## src/rtl/truth_table_scanner.sv

```systemverilog
// rtl/truth_table_scanner.sv - exhaustive truth-table scan and compare around a small combinational gate
module truth_table_scanner #(
  parameter int N_IN   = 2,
  parameter int SETTLE = 1
) (
  input  logic                 clk,
  input  logic                 rst,
  input  logic                 start,
  input  logic [2**N_IN-1:0]   expected,
  output logic [N_IN-1:0]      stim,
  input  logic                 gate_y,
  output logic                 busy,
  output logic                 done,
  output logic                 pass,
  output logic [2**N_IN-1:0]   table_out,
  output logic [N_IN-1:0]      fail_idx
);

  localparam int W  = 2**N_IN;
  localparam int CW = $clog2(SETTLE + 1);
  localparam logic [CW-1:0]   CNT_LAST  = CW'(SETTLE - 1);
  localparam logic [N_IN-1:0] STIM_LAST = '1;

  typedef enum logic [1:0] {
    S_IDLE,
    S_SETTLE,
    S_SAMPLE,
    S_COMPARE
  } state_t;

  state_t          state, state_n;
  logic [CW-1:0]   cnt, cnt_n;
  logic [N_IN-1:0] stim_n;
  logic            busy_n, done_n, pass_n;
  logic [W-1:0]    table_n;
  logic [N_IN-1:0] idx_n;
  logic [W-1:0]    exp_q, exp_n;
  logic [W-1:0]    diff;
  logic [N_IN-1:0] first_diff;

  // Descending scan so the lowest set bit wins; stays 0 when tables agree.
  always_comb begin
    diff       = table_out ^ exp_q;
    first_diff = '0;
    for (int i = W - 1; i >= 0; i--) begin
      if (diff[i]) first_diff = N_IN'(i);
    end
  end

  always_comb begin
    state_n = state;
    cnt_n   = cnt;
    stim_n  = stim;
    busy_n  = busy;
    done_n  = 1'b0;
    pass_n  = pass;
    table_n = table_out;
    idx_n   = fail_idx;
    exp_n   = exp_q;
    case (state)
      S_IDLE: begin
        if (start) begin
          state_n = S_SETTLE;
          exp_n   = expected;
          table_n = '0;
          stim_n  = '0;
          cnt_n   = '0;
          busy_n  = 1'b1;
          pass_n  = 1'b0;
          idx_n   = '0;
        end
      end
      S_SETTLE: begin
        cnt_n = cnt + CW'(1);
        if (cnt == CNT_LAST) state_n = S_SAMPLE;
      end
      S_SAMPLE: begin
        table_n[stim] = gate_y;
        if (stim == STIM_LAST) begin
          state_n = S_COMPARE;
        end else begin
          stim_n  = stim + N_IN'(1);
          cnt_n   = '0;
          state_n = S_SETTLE;
        end
      end
      S_COMPARE: begin
        pass_n  = (table_out == exp_q);
        idx_n   = first_diff;
        done_n  = 1'b1;
        busy_n  = 1'b0;
        stim_n  = '0;
        state_n = S_IDLE;
      end
      default: state_n = S_IDLE;
    endcase
  end

  always_ff @(posedge clk) begin
    if (rst) begin
      state     <= S_IDLE;
      cnt       <= '0;
      stim      <= '0;
      busy      <= 1'b0;
      done      <= 1'b0;
      pass      <= 1'b0;
      table_out <= '0;
      fail_idx  <= '0;
      exp_q     <= '0;
    end else begin
      state     <= state_n;
      cnt       <= cnt_n;
      stim      <= stim_n;
      busy      <= busy_n;
      done      <= done_n;
      pass      <= pass_n;
      table_out <= table_n;
      fail_idx  <= idx_n;
      exp_q     <= exp_n;
    end
  end

endmodule

```

## config.mk

```make
export PLATFORM = sky130hd
export DESIGN_NAME = truth_table_scanner
export DESIGN_NICKNAME = d
export VERILOG_FILES = /design/src/rtl/truth_table_scanner.sv
export SDC_FILE = /design/constraint.sdc
export NUM_CORES = 1
export LEC_CHECK = 0
export CAP_MARGIN = 5
export CORE_MARGIN = 10
export CORE_UTILIZATION = 51
export CTS_BUF_LIST = sky130_fd_sc_hd__clkbuf_4 sky130_fd_sc_hd__clkbuf_8
export CTS_CLUSTER_SIZE = 8
export DETAILED_ROUTE_END_ITERATION = 6
export PLACE_DENSITY = 0.81
export RECOVER_POWER = 25
export REMOVE_ABC_BUFFERS = 1
export SYNTH_ARGS = -nofsm -noshare
export SYNTH_HDL_FRONTEND = slang
export SYNTH_SLANG_ARGS = --single-unit
export TNS_END_PERCENT = 20
```

## constraint.sdc

```tcl
create_clock -name clk -period 1.8 [get_ports clk]
set_clock_uncertainty 0.15 [all_clocks]
set_input_delay 0.54 -clock clk [delete_from_list [all_inputs] [get_ports clk]]
set_output_delay 0.54 -clock clk [all_outputs]
set_load 0.005 [all_outputs]
```

# After elaboration in Yosys (flattened, before gate mapping)
# Index checks and enable logic that the tools add are counted.
[op_classes] div_mod_pow=0 mux=24 mul=0 add_sub_neg=2 shift=0 order_cmp=2 n_eq_ne=8 reduce_logical=12 bitwise=1
[op_table] operator="2-bit 2-to-1 mux" n=9
[op_table] operator="2-bit case mux with 4 select lines" n=1
[op_table] operator="4-bit case mux with 2 select lines" n=1
[op_table] operator="2-bit AND reduction" n=4
[op_table] operator="2-bit == test, second input constant" n=3
[op_table] operator="2-bit inequality test, second input constant" n=3
[op_table] operator="2-bit case mux with 3 select lines" n=1
[op_table] operator="3-bit AND reduction" n=2
[op_table] operator="3-bit nonzero test" n=2
[op_table] operator="1-bit 2-to-1 mux" n=5
[op_table] operator="4-bit bitwise mux" n=1
[op_table] operator="4-bit == test" n=1
[op_table] operator="4-bit 2-to-1 mux" n=1
[op_table] operator="1-bit case mux with 2 select lines" n=2
[op_table] operator="2-bit case mux with 2 select lines" n=1
[op_table] operator="2-bit nonzero test" n=2
[op_table] operator="4-bit XOR" n=1
[op_table] operator="2-bit by 3-bit < comparator with 1-bit output, second input constant" n=1
[op_table] operator="1-bit case mux with 3 select lines" n=1
[op_table] operator="2-bit by 1-bit adder with 2-bit output, second input constant" n=1
[op_table] operator="1-bit demux with 2-bit select" n=1
[op_table] operator="2-bit by 1-bit == test with 1-bit output, second input constant" n=1
[op_table] operator="2-bit by 1-bit >= comparator with 1-bit output, second input constant" n=1
[op_table] operator="2-bit logical NOT" n=1
[op_table] operator="other kinds (2)" n=2
[totals] n_memories=0 regBits=18 wordCells=58 output_inout_bits=11 mem_bits_ro=0 input_bits=8 mem_bits_rw=0 latch_bits=0

# Depth between registers and ports, before layout
[depth] word_depth=6 mapped_depth=5 ltp_nobuf=5

# Worst setup path after synthesis
# No wires, ideal clock.
[synth_path] path_kind="input -> register" start="input port start" end="register fail_idx[0]" setup_ns=0.117 arrival_time_ns=1.221 path_slack_ns=0.312 n_path_buf=0 cell_stages=3 required_ns=1.533 path_cell_list="nor3b_4 nor3b_2 a22o_1"
[synth_between] elab_chain_len=2
[synth_rtl] item="from (decl)" line="8" source="input logic start,"
[synth_rtl] item="2-bit inequality test (no line)"
[synth_rtl] item="2-bit AND reduction (no line)"
[synth_rtl] item="to (signal assigned)" line="118" source="fail_idx <= idx_n;"
[synth_rtl] item="to (decl)" line="16" source="output logic [N_IN-1:0] fail_idx"
# Every way passes these cells.
# A chain may end at the register's enable or synchronous reset.

# Worst setup path after layout
[layout_path] start="input port start" end="register table_out[0]"
[layout_between] elab_chain_len=2
[layout_rtl] item="2-bit inequality test (no line)"
[layout_rtl] item="2-bit AND reduction (no line)"
[layout_rtl] item="to (signal assigned)" line="117" source="table_out <= table_n;"
[layout_rtl] item="to (decl)" line="15" source="output logic [2**N_IN-1:0] table_out,"
# Every way passes these cells.

==> results.json <==
{
  "status": "finished clean",
  "die_area_mm2": 0.00371,
  "diodes": 0,
  "cts_buffers": 3,
  "synth_flop_cell": "dfxtp_1",
  "drv_cap": 0,
  "crit_type": "in2reg",
  "overflow": 0,
  "portBuffers": 18,
  "post_drt_via_cell_ratio": 5.53,
  "fin_nets": 133,
  "grt_usage_pct": 12.1,
  "required_ns": 1.83,
  "clk_pin_slew_worst_paths_ns": 0.11,
  "avgSynthCellArea_um2": 9.70,
  "rows": 14,
  "hp-class": "reg2reg",
  "async_flop_share_pct": 0,
  "total_power_mw": 0.827,
  "fp.coreArea_mm2": 0.00154,
  "critPathMaxStageDelay_ns": 0.47,
  "finalHoldViolCount": 0,
  "clock-sinks": 18,
  "first_iter_violations": 20,
  "grt_pass1_vias": 748,
  "dieHeight_um": 60.9,
  "rsz0062_at_grt": "false",
  "path_max_fanout": 4,
  "htree_levels": 1,
  "yosysWarningCount": 0,
  "critPathCaptureType": "flip-flop",
  "ant_nets": 0,
  "slew_viol_final": 0,
  "synth-seq-cells": 18,
  "wl_mm": 2.10,
  "start_util_pct": 55.4,
  "netlist_instances": 88,
  "hp-start": "fail_idx[1]$_SDFFE_PP0P_",
  "grt_max_degree": 15,
  "ys_top_cells_by_area": "dfxtp_1, ha_1, mux2i_1",
  "dr.pass1.iters": 4,
  "cts_tree": "yes",
  "area_growth_pct": 39.6,
  "synth.most_common_cell": "dfxtp_1",
  "dpl.hpwl_mm": 1.48,
  "drc_errors": 0,
  "ir_drop_mv": 0.542,
  "fin_crit_sh_pct": 94.6,
  "worstReg2RegEnd": "stim[1]$_SDFFE_PP0P_",
  "gpl.final_weighted_congestion": 0.773,
  "fin_crit_ns": 1.70,
  "wl_per_cell_um": 15.5,
  "synth_area_leader_cell": "dfxtp_1",
  "crit_path_start_kind": "primary input",
  "min_path_cells": 1,
  "r2r_start": "stim[0]$_SDFFE_PP0P_",
  "synthTopCellsByCount": "dfxtp_1, nor2_1, a21oi_1",
  "hold_end": "fail_idx[1]$_SDFFE_PP0P_",
  "dp.cells": 127,
  "p_switching_mw": 0.209,
  "relSlewSlack_pct": 74.1,
  "cts_buffer_depth": 2,
  "clkPwrFrac_pct": 30.3,
  "worst_skew_pair.late_latency_ns": 0.29,
  "finalNonFillerCells": 136,
  "synth_cell_types": 29,
  "p_leak_nw": 0.524,
  "crit_chain": "clkdlybuf4s50_1 -> buf_4 -> o21ba_2 -> a21oi_1 -> a2111oi_1",
  "clock.fmax_mhz": 587,
  "die_w_um": 60.9,
  "power_frac_comb_pct": 16.8,
  "synth_edf_count": 0,
  "netlist.area_leader.share_pct": 42.2,
  "vias": 752,
  "seqPwrFrac_pct": 52.9,
  "timing.hold.ws_ns": 0.326,
  "cp_slowest_cell": "clkdlybuf4s50_1",
  "reg2reg_setup_slack_ns": 0.25,
  "p_sw_share_pct": 25.2,
  "hold_buffers": 0,
  "ys_seq_area_share_pct": 42.2,
  "worstMarginPinSlew_ns": 0.385,
  "grt_antenna_before_repair": 0,
  "setup_viol": 0,
  "reg2reg_depth": 6,
  "power.internal_mw": 0.618,
  "syn_area_um2": 853,
  "arrival_ns": 1.73,
  "cts-root-buf": "clkbuf_4",
  "final_core_util_pct": 77.3,
  "cellPowerDensity_mw_per_mm2": 694,
  "drive_above_1_share_pct": 27.5,
  "tns_ns": 0,
  "ios": 19,
  "grt_first_pass_wirelength_mm": 3.41
}
through the flow:
stage | worst slack [ns] | cell area (um^2)
after global routing | 0.0102 | 1190
after global placement | -0.217 | 1120
final | 0.0973 | 1190
after CTS | 0.0973 | 1190
after floorplan | 0.312 | 837
after detailed placement | -0.213 | 1120
metal layers:
layer | vias up | track usage, % | part of all wire (%)
met3 | 2 | 3.13 | 5.1
met2 | 18 | 19.5 | 50
met5 | - | 0 | 0
li1 | 378 | - | -
met1 | 354 | 13.6 | 44
met4 | 0 | 8.15 | 1.3
final cells by class:
class,instances,area [um^2]
Fill cell,112,350
Timing Repair Buffer,32,280
Multi-Input combinational cell,62,462
Tap cell,16,20.0
Sequential cell,18,378
Inverter,4,15.0
Clock buffer,4,36.3
placed cells by master, fill, tap and decap left out, drive strengths merged:
master / netlist / final
o21ba: 1 / 1
nand2: 4 / 4
nand3b: 2 / 2
mux2i: 4 / 4
nor3b: 2 / 2
nand4b: 1 / 1
a31oi: 3 / 3
dlygate4sd2: 0 / 11
nor3: 2 / 2
xnor2: 2 / 2
xor2: 3 / 3
nand3: 2 / 2
dfxtp: 18 / 18
nor4b: 1 / 1
a32o: 1 / 1
a32oi: 2 / 2
mux2: 1 / 1
ha: 4 / 4
a21oi: 6 / 6
nand2b: 2 / 2
clkdlybuf4s50: 0 / 6
o21bai: 3 / 3
nor2: 8 / 8
nor4: 1 / 1
buf: 1 / 12
nor2b: 2 / 2
a2111oi: 3 / 3
dlygate4sd3: 0 / 1
a22o: 2 / 2
clkbuf: 3 / 6
inv: 4 / 4
worst max-delay path by stage:
stage | slack (ns) | to | start | cells past startpoint
after CTS | 0.1 | table_out[0]$_SDFFE_PP0P_ | start | 5
final | 0.1 | table_out[0]$_SDFFE_PP0P_ | start | 5
after global placement | -0.22 | table_out[0]$_SDFFE_PP0P_ | start | 5
after global routing | 0.01 | table_out[0]$_SDFFE_PP0P_ | start | 5
after detailed placement | -0.21 | table_out[0]$_SDFFE_PP0P_ | start | 5
after floorplan | 0.31 | fail_idx[0]$_SDFFE_PP0P_ | start | 3
flip-flops by register name (all words and copies together) (netlist names):
name / cells
exp_q: 4
table_out: 4
fail_idx: 2
state: 2
stim: 2
busy: 1
cnt: 1
done: 1
pass: 1
what timing repair did:
item | in CTS | in global routing
resized for setup | 22 | 2
pin swaps | 0 | 0
buffers inserted | 5 | 0
setup endpoints to repair | 11 | 2
cell families (layout without fill, tap and decap cells):
group / after synthesis / in the layout / share of synthesized area, %
flip-flops: 18 / 18 / 42.2
adder cells (fa/ha/maj): 4 / 4 / 5.87
multiplexers: 5 / 5 / 6.01
XOR/XNOR: 5 / 5 / 5.13
AO/OA/AOI/OAI: 21 / 21 / 18.3
buffers and inverters: 8 / 40 / 3.66
AND/OR/NAND/NOR: 27 / 27 / 18.8
power by group through the flow:
stage / Clock (mW) / Sequential [mW] / Combinational [mW]
after CTS: 0.253 / 0.436 / 0.138
final: 0.250 / 0.437 / 0.139
after detailed placement: 0 / 0.447 / 0.134
after global routing: 0.266 / 0.441 / 0.151
after global placement: 0 / 0.447 / 0.130
after floorplan: 0 / 0.444 / 0.0640
critical path, delay by kind of cell:
kind	cells	cell delay (ns)
compound gates	3	0.58
buf+inv	2	0.60
Note: power is estimated with default switching activity, not from simulation.
